`config.mk`:
```
export PLATFORM = sky130hd
export DESIGN_NAME = comparador_serial_d_i
export DESIGN_NICKNAME = d
export VERILOG_FILES = /design/src/rtl/comparador_serial_d_i.sv
export SDC_FILE = /design/constraint.sdc
export NUM_CORES = 1
export LEC_CHECK = 0
export CAP_MARGIN = 20
export CELL_PAD_IN_SITES_DETAIL_PLACEMENT = 1
export CELL_PAD_IN_SITES_GLOBAL_PLACEMENT = 2
export CORE_MARGIN = 1.5
export CORE_UTILIZATION = 34
export DETAILED_ROUTE_END_ITERATION = 8
export GPL_ROUTABILITY_DRIVEN = 0
export PLACE_DENSITY = 0.86
export SLEW_MARGIN = 25
export SYNTH_ARGS = -nofsm -noshare
export SYNTH_HDL_FRONTEND = slang
export SYNTH_SLANG_ARGS = --single-unit
```
`constraint.sdc`:
```
create_clock -name clk -period 3.6 [get_ports clk]
set_clock_uncertainty 0.2 [all_clocks]
set_input_delay 0.54 -clock clk [delete_from_list [all_inputs] [get_ports clk]]
set_output_delay 0.54 -clock clk [all_outputs]
set_load 0.02 [all_outputs]
```
`src/rtl/comparador_serial_d_i.sv`:
```
// ---------------------------------------------------------------------------
// comparador_serial_d_i
//
// Bit-serial magnitude comparator controller. Two WIDTH-bit operands are
// captured on an accepted start request. The comparator cell recurrence is
// then evaluated one bit per clock, LSB first, using one registered state
// bit x. The result is reported as a_lt_b / a_eq_b with a one-cycle done
// pulse. This block trades latency for area compared with an unrolled
// cell chain.
//
// Optional build macro:
//   COMPARADOR_SIGNED_EN  - when defined, operands are two's complement.
//                           The MSB cell uses the negated-weight recurrence.
//                           When undefined, all bits are compared unsigned.
//                           Latency and ports are the same in both builds.
//
// Parameters:
//   WIDTH  operand width in bits, legal range 2..32 (default 8)
//   CNT_W  bit index counter width, derived as $clog2(WIDTH)
//
// Ports:
//   clk     in   1      rising-edge clock
//   rst_n   in   1      synchronous active-low reset
//   start   in   1      comparison request, sampled only in IDLE
//   a_in    in   WIDTH  operand A, captured on accepted start
//   b_in    in   WIDTH  operand B, captured on accepted start
//   abort   in   1      cancels a comparison in progress (RUN only)
//   busy    out  1      high while the bit walk is running
//   done    out  1      one-cycle pulse when a_lt_b / a_eq_b are fresh
//   a_lt_b  out  1      A < B, held until the next accepted start
//   a_eq_b  out  1      A == B, held until the next accepted start
// ---------------------------------------------------------------------------
module comparador_serial_d_i #(
    parameter int WIDTH = 8
) (
    input  logic             clk,
    input  logic             rst_n,
    input  logic             start,
    input  logic [WIDTH-1:0] a_in,
    input  logic [WIDTH-1:0] b_in,
    input  logic             abort,
    output logic             busy,
    output logic             done,
    output logic             a_lt_b,
    output logic             a_eq_b
);

    localparam int CNT_W = $clog2(WIDTH);

    // Index of the last (most significant) cell of the walk.
    localparam logic [CNT_W-1:0] LAST_IDX = CNT_W'(WIDTH - 1);

    // Reject illegal widths at elaboration rather than building a
    // comparator with a degenerate counter.
    if (WIDTH < 2 || WIDTH > 32) begin : g_width_check
        $error("comparador_serial_d_i: WIDTH must be in 2..32");
    end

    typedef enum logic [1:0] {
        IDLE = 2'd0,
        RUN  = 2'd1,
        FIN  = 2'd2
    } state_t;

    state_t           state;
    logic [WIDTH-1:0] sa;
    logic [WIDTH-1:0] sb;
    logic [CNT_W-1:0] idx;
    logic             x;
    logic             eq;

    logic             bit_a;
    logic             bit_b;
    logic             bits_same;
    logic             x_next;
    logic             eq_next;

    // One comparator cell, evaluated on the current LSBs of the shift
    // registers. x means "A < B considering the bits seen so far". A more
    // significant bit that differs overrides everything below it. Only when
    // the bits are equal does the lower-order verdict carry upward.
    always_comb begin
        bit_a     = sa[0];
        bit_b     = sb[0];
        bits_same = ~(bit_a ^ bit_b);
        x_next    = 1'b0;

        if (idx == '0) begin
            // First cell has no lower-order history to inherit.
            x_next = ~bit_a & bit_b;
`ifdef COMPARADOR_SIGNED_EN
        end else if (idx == LAST_IDX) begin
            // The sign bit carries negative weight, so a set MSB in A,
            // with a clear MSB in B, makes A the smaller operand.
            x_next = (bit_a & ~bit_b) | (bits_same & x);
`endif
        end else begin
            x_next = (~bit_a & bit_b) | (bits_same & x);
        end

        eq_next = eq & bits_same;
    end

    // Control FSM with all outputs registered. done defaults low every
    // cycle, so it can only be a single-cycle pulse. a_lt_b and a_eq_b are
    // written only in FIN, so an abort or an ignored start leaves the
    // previous result visible.
    always_ff @(posedge clk) begin
        if (!rst_n) begin
            state  <= IDLE;
            sa     <= '0;
            sb     <= '0;
            idx    <= '0;
            x      <= 1'b0;
            eq     <= 1'b0;
            busy   <= 1'b0;
            done   <= 1'b0;
            a_lt_b <= 1'b0;
            a_eq_b <= 1'b0;
        end else begin
            done <= 1'b0;

            case (state)
                IDLE: begin
                    // abort has no meaning here, so start always wins.
                    if (start) begin
                        sa    <= a_in;
                        sb    <= b_in;
                        idx   <= '0;
                        x     <= 1'b0;
                        eq    <= 1'b1;
                        busy  <= 1'b1;
                        state <= RUN;
                    end
                end

                RUN: begin
                    if (abort) begin
                        busy  <= 1'b0;
                        state <= IDLE;
                    end else begin
                        x   <= x_next;
                        eq  <= eq_next;
                        sa  <= {1'b0, sa[WIDTH-1:1]};
                        sb  <= {1'b0, sb[WIDTH-1:1]};
                        idx <= idx + CNT_W'(1);
                        if (idx == LAST_IDX) begin
                            busy  <= 1'b0;
                            state <= FIN;
                        end
                    end
                end

                FIN: begin
                    // x and eq are mutually exclusive by construction.
                    // Once any bit differs, eq is cleared. While every bit
                    // matches, x stays 0.
                    a_lt_b <= x;
                    a_eq_b <= eq;
                    done   <= 1'b1;
                    state  <= IDLE;
                end

                default: begin
                    busy  <= 1'b0;
                    state <= IDLE;
                end
            endcase
        end
    end

endmodule

```
; Word level (Yosys, flattened, before mapping)
; Index checks and enable logic that the tools add are counted.
[word_totals]
register_bits = 27
input_bits = 20
out_inout_bits = 4
[op_classes]
mux = 24
reduce_logical = 6
addsub = 1
eq_ne = 6
bitwise_logic = 8
[op_table]
columns = operator, count
row1 = 2-to-1 mux 8 bit, 4
row2 = one-hot mux 8 bit (2 select lines), 2
row3 = 2-to-1 mux 1 bit, 8
row4 = 2-to-1 mux 2 bit, 3
row5 = 2-to-1 mux 3 bit, 2
row6 = one-hot mux 3 bit (2 select lines), 1
row7 = AND reduction 3 bit, 2
row8 = inequality test 2 bit (second input constant), 2
row9 = one-hot mux 1 bit (2 select lines), 2
row10 = one-hot mux 2 bit (2 select lines), 1
row11 = adder 3 x 1 -> 3 bit (second input constant), 1
row12 = bitwise AND 1 bit, 3
row13 = equality test 3 bit (second input constant), 1
row14 = zero test 3 bit, 1
row15 = inequality test 3 bit (second input constant), 1
row16 = NOT 1 bit, 3
row17 = one-hot mux 1 bit (3 select lines), 1
row18 = equality test 2 x 1 -> 1 bit (second input constant), 1
row19 = equality test 2 bit (second input constant), 1
row20 = zero test 2 bit, 1
row21 = AND reduction 2 bit, 1
row22 = nonzero test 2 bit, 1
row23 = OR 1 bit, 1
row24 = XOR 1 bit, 1

; Logic depth before layout (Yosys ltp)
[logic_depth]
depth_word = 7
mapped_depth = 5
mapped_depth_nobuf = 5

; Least setup slack after synthesis
; No wires, ideal clock.
[synth_path]
path_type = in2reg
startpoint = in abort
endpoint = reg sb[1]
setup_slack_ns = 1.860
setup_time_ns = 0.116
t_arrival_ns = 1.423
path_stages = 5
cell_sequence = or3b_1 -> buf_2 -> buf_6 -> o32a_1 -> o211a_1
[synth_between]
elab_chain_len = 2
[synth_lines]
columns = item, line
row1 = start: declaration, 41  ; input logic abort,
row2 = inequality test 2 bit (no source line), n/a
row3 = AND reduction 3 bit (no source line), n/a
row4 = end signal: assignment, 128  ; sb <= b_in;
row5 = end signal: assignment, 145  ; sb <= {1'b0, sb[WIDTH-1:1]};
row6 = end: declaration, 67  ; logic [WIDTH-1:0] sb;
; Every way passes these cells.
; A chain may end at the register's enable or synchronous reset.

; Final worst setup path
[layout_path]
startpoint = reg state[0]
endpoint = reg idx[0]
[layout_between]
elab_chain_len = 3
elab_cells_between_ends = 7
cone_classes = eq/ne: 3 / mux: 1 / reduce/logical: 3
[layout_lines]
columns = item, line
row1 = start: declaration, 65  ; state_t state;
row2 = start signal: assignment, 110  ; state <= IDLE;
row3 = start signal: assignment, 133  ; state <= RUN;
row4 = start signal: assignment, 140  ; state <= IDLE;
row5 = equality test 2 x 1 -> 1 bit / zero test 2 bit (equally long branches), 123  ; case (state)
row6 = inequality test 2 bit (no source line) / nonzero test 2 bit (equally long branches), n/a
row7 = AND reduction 3 bit (no source line), n/a
row8 = end signal: assignment, 146  ; idx <= idx + CNT_W'(1);
row9 = end: declaration, 68  ; logic [CNT_W-1:0] idx;
; Several ways; a longest one is shown, not always the timed one.

==> impl_metrics.tcl <==
set metrics [dict create \
    status "completed" \
    fillerInstances 392 \
    setup_tns_ps 0 \
    cts_hold_buf 0 \
    crit_arrival_ps 2210 \
    netlist_area_um2 1210 \
    ys_warn_count 0 \
    cts_max_level 1 \
    first_pass_iters 4 \
    r2r_cells 3 \
    max_cap_violations 0 \
    critical_path_class "flop to flop" \
    antenna_found_initial 0 \
    cts_setup_buffers 0 \
    nets 164 \
    grt_pass1_vias 1000 \
    final_util_pct 44.1 \
    dieArea_um2 3930 \
    period_share_pct 61.3 \
    clk_path_buf_depth 2 \
    fin_crit_ps 2210 \
    hold_viol 0 \
    clk_latency_ps 330 \
    ff_latch_area_um2 541 \
    hold_path_class "flop to flop" \
    ant_nets 0 \
    use_met1_pct 17.6 \
    use_met2_pct 25.4 \
    busiest_layer "met2" \
    vdd_drop_max_uv 145 \
    p_per_area_nw_per_um2 374 \
    grt_overflow 0 \
    drt_wl_total_mm 2.64 \
    antennaDiodeCount 0 \
    grt_max_degree 17 \
    cts_tree "done" \
    synthCells 118 \
    setup_viol 0 \
    cp-start-kind "flop" \
    setup.worst_path.end_class "flop" \
    synth_top_area_share_pct 44.6 \
    synth_ff_type "dfxtp_1" \
    grt_util_all_layers_pct 14.6 \
    initial_core_util_pct 35.7 \
    critPathMaxFanout 16 \
    synth_area_leaders "dfxtp_1 (45%), mux2i_1 (13%), o211a_1 (5.8%)" \
    dieHeight_um 62.7 \
    synth.yosys.seq_area_share_pct 44.6 \
    ys_types 23 \
    crit_chain "or3b_1, o21ai_2, o22ai_1" \
    core_um2 3390 \
    numPortBuffers 23 \
    std_cell_rows 21 \
    post-route-drc-count 0 \
    worst_slew_pin_slew_ps 802 \
    num_vias 989 \
    fmax_ghz 0.453 \
    die_w_um 62.7 \
    ys_seq_elements 27 \
    critical_path.n_buffers_inverters 0 \
    cts_resized 0 \
    grt_first_pass_wirelength_mm 4.58 \
    synth_edf_count 0 \
    p_leak_nw 0.646 \
    wl_per_cell_um 14.3 \
    numCtsBuffers 3 \
    path_clk_slew_ps 150 \
    cp.depth 3 \
    grt_setup_unrepaired "false" \
    hpwlAfterDp_mm 1.95 \
    cpPeakStageDelay_ps 700 \
    cts.sinks 27 \
    whs_path_depth 2 \
    via_per_inst 5.35 \
    area_growth_pct 23.6 \
    grtUsageMet3_pct 3.42 \
    final_layout_size_suffix_gt1_share_pct 6.47 \
    avgSynthCellArea_um2 10.3 \
    cts-root-buf "clkbuf_4" \
    ios 24 \
    crit_family "flip-flops" \
    drt_iter0_markers 47 \
    syn-num-nets 142 \
    netlist.top_cell.by_area "dfxtp_1" \
    critical-path-slowest-cell "dfxtp_1" \
    maxSlewViolCount 0 \
    required_ps 3610 \
    multiInputGateArea_um2 607 \
    async_reset_ff_share_pct 0 \
    slew_headroom_pct 46.3 \
]
[area by class of cell]
type | count | share of cell area, %
Clock buffer | 3 | 1.51
Clock inverter | 1 | 0.334
Inverter | 5 | 1.25
Multi-Input combinational cell | 78 | 40.6
Sequential cell | 27 | 36.1
Tap cell | 46 | 3.85
Timing Repair Buffer | 25 | 16.4
[worst reg2reg max path, delay by kind of cell, from the launching register on]
family | cells | cell delay, ps
flops | 1 | 700
simple gates | 1 | 650
compound gates | 2 | 520
[report_power, final]
| part | switching [W] | internal, W |
|---|---|---|
| Combinational | 0.0000404 | 0.0000521 |
| Clock | 0.0000930 | 0.0000417 |
| Sequential | 0.0000153 | 0.000318 |
[placed cells by master, fill, tap and decap left out]
cell / count
a21oi_1: 1
a31oi_1: 1
buf_4: 2
clkbuf_4: 3
clkdlybuf4s50_1: 23
clkinv_2: 1
dfxtp_1: 27
ha_1: 4
inv_1: 5
mux2i_1: 16
nand2_1: 12
nand2b_1: 4
nor2_1: 7
nor4_1: 1
o211a_1: 7
o21a_1: 2
o21ai_2: 1
o221a_2: 1
o22ai_1: 9
o32a_1: 7
o32ai_1: 3
o32ai_2: 1
or3b_1: 1
[worst paths after layout]
| check | startpoint | to | slack [ps] |
|---|---|---|---|
| max | state[0] | idx[0] | 1390 |
| min | sb[7] | sb[7] | 300 |
| max reg2reg | state[0] | idx[0] | 1390 |
| min reg2reg | sb[7] | sb[7] | 300 |
[layer usage]
metal  wire length, µm  vias up
met5                 0        -
met4                55        0
met1              1240      478
met3               105        6
li1                  -      483
met2              1240       22
[stage by stage]
| step | hold slack [ps] | total power (W) | worst slack, ps | instances | instance area, µm² |
|---|---|---|---|---|---|
| 6_report | 299 | 0.000560 | 1390 | 185 | 1500 |
| 5_1_grt | 321 | 0.000590 | 1250 | 185 | 1500 |
| 4_1_cts | 303 | 0.000565 | 1380 | 185 | 1500 |
| 3_5_place_dp | 275 | 0.000433 | 1090 | 181 | 1470 |
| 3_3_place_gp | 268 | 0.000429 | 1160 | 181 | 1470 |
| 2_1_floorplan | 248 | 0.000395 | 1860 | 118 | 1210 |
[cell usage after synthesis, types with 2 or more instances]
cell type	n
dfxtp_1	27
o211a_1	7
ha_1	4
clkbuf_1	3
o32a_1	7
nand2b_1	4
nand2_1	12
o21a_1	2
inv_1	5
o22ai_1	9
buf_2	3
o32ai_1	3
nor2_1	7
mux2i_1	16
[logic make-up (layout without fill, tap and decap cells)]
family	after synthesis	in the layout	synth area share, %
and+or+nand+nor	25	25	9.19
buffers and inverters	13	34	5.27
DFF	27	27	44.6
muxes	16	16	13.2
AOI/OAI and AO/OA	33	33	23.6
adders and majority gates	4	4	4.13
[registers in the layout, summed over array words and instances (netlist names), 2 cells and up]
signal	cells
sb	8
sa	8
state	2
idx	3
(Power assumes the default switching activity.)
==> edit 1: new RTL, same flow settings <==
Add an input register stage for `start`, `a_in`, `b_in` and `abort`, with the module's reset; this delays them by one clock.
--- a/src/rtl/comparador_serial_d_i.sv
+++ b/src/rtl/comparador_serial_d_i.sv
@@ -49,6 +49,25 @@
 
     // Index of the last (most significant) cell of the walk.
     localparam logic [CNT_W-1:0] LAST_IDX = CNT_W'(WIDTH - 1);
+
+    logic start_q;
+    logic [WIDTH-1:0] a_q;
+    logic [WIDTH-1:0] b_q;
+    logic abort_q;
+
+    always_ff @(posedge clk) begin
+        if (!rst_n) begin
+            start_q <= '0;
+            a_q     <= '0;
+            b_q     <= '0;
+            abort_q <= '0;
+        end else begin
+            start_q <= start;
+            a_q     <= a_in;
+            b_q     <= b_in;
+            abort_q <= abort;
+        end
+    end
 
     // Reject illegal widths at elaboration rather than building a
     // comparator with a degenerate counter.
@@ -123,9 +142,9 @@
             case (state)
                 IDLE: begin
                     // abort has no meaning here, so start always wins.
-                    if (start) begin
-                        sa    <= a_in;
-                        sb    <= b_in;
+                    if (start_q) begin
+                        sa    <= a_q;
+                        sb    <= b_q;
                         idx   <= '0;
                         x     <= 1'b0;
                         eq    <= 1'b1;
@@ -135,7 +154,7 @@
                 end
 
                 RUN: begin
-                    if (abort) begin
+                    if (abort_q) begin
                         busy  <= 1'b0;
                         state <= IDLE;
                     end else begin
Function: changed (Yosys sat finds a counterexample within 4 cycles, from zero or initial values and one cycle with rst_n low).
==> edit 1 against the original RTL <==
Wire length is 16% higher; sequential share of layout area is 9.3 points higher; sequential cell count rose by 18; design area rose by 32%; total power grew 81%; setup slack improved by 0.22 ns; synthesized area up 34%; non-clock buffer count decreased by 1; largest cell class is now sequential cells.
==> edit 1: results (changes against the original RTL) <==
worst_setup_path:
  r2r_end: "eq"
  cp_top_family: "buffers and inverters"
  worstPathArrival_ns: 1.25  # -0.96 ns
clock_tree:
  clk_pin_slew_ns: 0.08  # -0.07 ns
  clkLatencyLatePin_ns: 0.29  # -0.04 ns
min_path:
  hp-start: "sa[5]"
  min_to: "sa[5]"
finish:
  multiInputGateArea_sq_um: 598  # -1.4%
  multiInputCombCellCount: 91  # +17%
  nets: 208  # +27%
  regArea_sq_um: 901  # +67%
  nFillCells: 510  # +30%
  final_layout_size_suffix_gt1_share_pct: 4.86  # -1.6 points
route:
  wl_met3_microns: 104  # -0.95%
  vias_per_cell: 4.94  # -7.7%
  drt_iter0_drc: 67  # +43%
  met1_length_microns: 1400  # +13%
pwr:
  leakagePower_nw: 0.766  # +19%
  ir_drop_mv: 0.213  # +47%
global_routing:
  grt_use_total_pct: 13.6  # -0.97 points
synth:
  syn_avg_cell_area_sq_um: 9.96  # -2.9%
  synth.area.top_cells: "dfxtp_1 55%, o221ai_1 7.6%, and2_1 6.9%"
  synth.mux.area_fraction_pct: 2.47  # -11 points
  ys_seq_area_share_pct: 55.5  # +11 points
  synth_compound_area_share_pct: 17.0  # -6.5 points
  post_synth_instance_area_sq_um: 1620  # +34%
place:
  dp_cells: 229  # +27%
  dpl-instance-area_sq_um: 1870  # +27%
run_status:
  status: "finished clean"
[edit 1: cell types whose count changed in the layout (fill, tap and decap cells not counted), sizes merged, moves of 7 or more]
| cell | delta |
|---|---|
| a21oi | +16 |
| dfxtp | +18 |
| o32a | -7 |
| mux2i | -12 |
| o211a | -7 |
| o221ai | +14 |
| and2 | +18 |
| inv | +12 |
[edit 1: worst max path at each step]
stage	depth (start not counted)	slack [ns]	start	to
final	1	1.61	a_lt_b	a_lt_b
after detailed placement	4	1.37	rst_n	sa[4]
after CTS	1	1.59	a_lt_b	a_lt_b
after global placement	4	1.39	rst_n	sa[6]
after floorplan	4	2.02	rst_n	sa[2]
after global routing	4	1.55	rst_n	sa[5]
[edit 1: power by group]
group / leakage (nW) / total, mW / switching [mW] / internal (mW)
Combinational: 0.337 / 0.0907 / 0.0444 / 0.0463
Sequential: 0.371 / 0.540 / 0.0130 / 0.527
Clock: 0.0585 / 0.384 / 0.158 / 0.226
Total: 0.766 / 1.01 / 0.215 / 0.799
==> edit 2: new RTL, same settings <==
Made on the original files. The parameter `WIDTH` goes from 8 to 4. Comments in the files are not updated.
--- a/src/rtl/comparador_serial_d_i.sv
+++ b/src/rtl/comparador_serial_d_i.sv
@@ -31,7 +31,7 @@
 //   a_eq_b  out  1      A == B, held until the next accepted start
 // ---------------------------------------------------------------------------
 module comparador_serial_d_i #(
-    parameter int WIDTH = 8
+    parameter int WIDTH = 4
 ) (
     input  logic             clk,
     input  logic             rst_n,
Interface: changed (resized a_in and b_in); port bits go from 24 to 16. No check against the original RTL was run, so the function may have changed too.
==> edit 2 against the original RTL <==
Wire length is 20% lower; highest routed layer unchanged; via count is 25% lower; synthesized area is 29% lower; total power is 28% lower; count of clock-buffer cells in the layout is 1 higher; design area is 30% lower; clock power is 5% lower; global-route usage is 2.5 points higher; sequential cell count is 9 lower; setup slack better by 0.19 ns.
==> edit 2: results (changes against the original RTL) <==
global_routing:
  grt_use_total_pct: 17.1  # +2.5 points
  grt_max_degree: 23  # +6
  antenna_found_initial: 0  # unchanged
  grt_pass1_wl_microns: 3380  # -26%
  grt_pass1_vias: 745  # -26%
worst_setup_path:
  cp_slowest_cell: "clkdlybuf4s50_1"
  r2r-start: "state[0]"
  crit_path_end: "busy"
  max_stage_delay_ns: 0.62  # -0.08 ns
  crit_fanout: 3  # -13
  r2r_end: "sb[0]"
  startpoint: "busy"
  reg2regPathDepth: 2  # -1
  cp_top_family: "buffers and inverters"
  r2r_slack_ns: 1.72  # +0.33 ns
finish:
  reg.largest.list: "sa (4), sb (4)"
  nFillCells: 273  # -30%
  diodes: 0  # unchanged
  final_layout_size_suffix_gt1_share_pct: 5.41  # -1.1 points
  nets: 127  # -23%
place:
  dp_hpwl_microns: 1570  # -20%
  dpl-instance-area_sq_um: 1010  # -32%
  portBuffers: 15  # -35%
synth:
  async_flop_share_pct: 0  # unchanged
  mappedNetlistNets: 113  # -20%
  ys_seq_area_share_pct: 42.1  # -2.5 points
  synth_cell_type_count: 31  # +35%
  ys.warnings.count: 0  # unchanged
  synth.area.top_cells: "dfxtp_1 42%, a21oi_1 5.3%, o221a_1 5.3%"
  synth_common_cells: "18 x dfxtp_1, 10 x nand2_1, 10 x nor2_1"
pwr:
  leakagePower_nw: 0.402  # -38%
  ir_drop_mv: 0.189  # +30%
clock_tree:
  cts_setup_buffers: 0  # unchanged
  clockBufferDepth: 2  # unchanged
  cts_resized: 0  # unchanged
  numCtsBuffers: 3  # unchanged
  clkLatencyLatePin_ns: 0.30  # -0.03 ns
  clk_pin_slew_ns: 0.11  # -0.04 ns
  cts-root-buf: "clkbuf_4"
route:
  vias_per_cell: 5.35  # +0.12%
  drc: 0  # unchanged
  drt_iter0_drc: 6  # -87%
  wl_microns: 2100  # -20%
  first_pass_iters: 4  # unchanged
run_status:
  status: "finished clean"
timing:
  slew_headroom_pct: 51.3  # +5.0 points
[edit 2: layout make-up]
class,count,area (sq um),share of cell area [%]
Timing Repair Buffer,15,150,14.4
Multi-Input combinational cell,68,438,42.0
Inverter,6,22.5,2.16
Sequential cell,18,360,34.6
Clock buffer,4,36.3,3.48
Tap cell,28,35.0,3.36
[edit 2: worst min-delay path by stage]
stage	start	endpoint	cells after the start
global route	sa[3]	sa[3]	2
finish	sa[3]	sa[3]	2
CTS	sa[3]	sa[3]	2
floorplan	sa[3]	sa[3]	2
global placement	sa[3]	sa[3]	2
detailed placement	sa[3]	sa[3]	2
[edit 2: where the power goes]
part	leakage (nW)	internal [mW]	switching (mW)
registers	0.148	0.210	0.0116
clock network	0.0210	0.0617	0.0662
logic	0.233	0.0299	0.0262
total	0.402	0.301	0.104
[edit 2: cell families (layout without fill, tap and decap cells)]
| family | count (synthesis) | in the layout | synth area share [%] |
|---|---|---|---|
| and+or+nand+nor | 33 | 33 | 19.2 |
| AOI/OAI and AO/OA | 30 | 30 | 25.3 |
| DFF | 18 | 18 | 42.1 |
| buffers and inverters | 12 | 25 | 6.72 |
| adders and majority gates | 3 | 3 | 4.39 |
| muxes | 2 | 2 | 2.34 |
[edit 2: tightest hold or removal path: stages (launching register included)]
cell and delay [ns]:
dfxtp_1 0.34, nand2_1 0.06, a21oi_1 0.05
[edit 2: layer usage]
metal | share of wire [%] | track usage (%) | up-vias | wire length [microns]
li1 | - | - | 376 | -
met1 | 49 | 22.0 | 357 | 1020
met2 | 49 | 27.9 | 9 | 1020
met3 | 2.3 | 3.39 | 2 | 49
met4 | 0.43 | 6.41 | 0 | 9
met5 | 0 | 0 | - | 0
[edit 2: through the flow]
| stage | setup WS (ns) | hold WS (ns) | util (%) | std cells |
|---|---|---|---|---|
| finish | 1.58 | 0.287 | 45.4 | 139 |
| global route | 1.53 | 0.317 | 45.4 | 139 |
| CTS | 1.57 | 0.290 | 45.4 | 139 |
| detailed placement | 1.38 | 0.274 | 43.8 | 135 |
| global placement | 1.43 | 0.255 | 43.8 | 135 |
| floorplan | 1.90 | 0.245 | - | 98 |
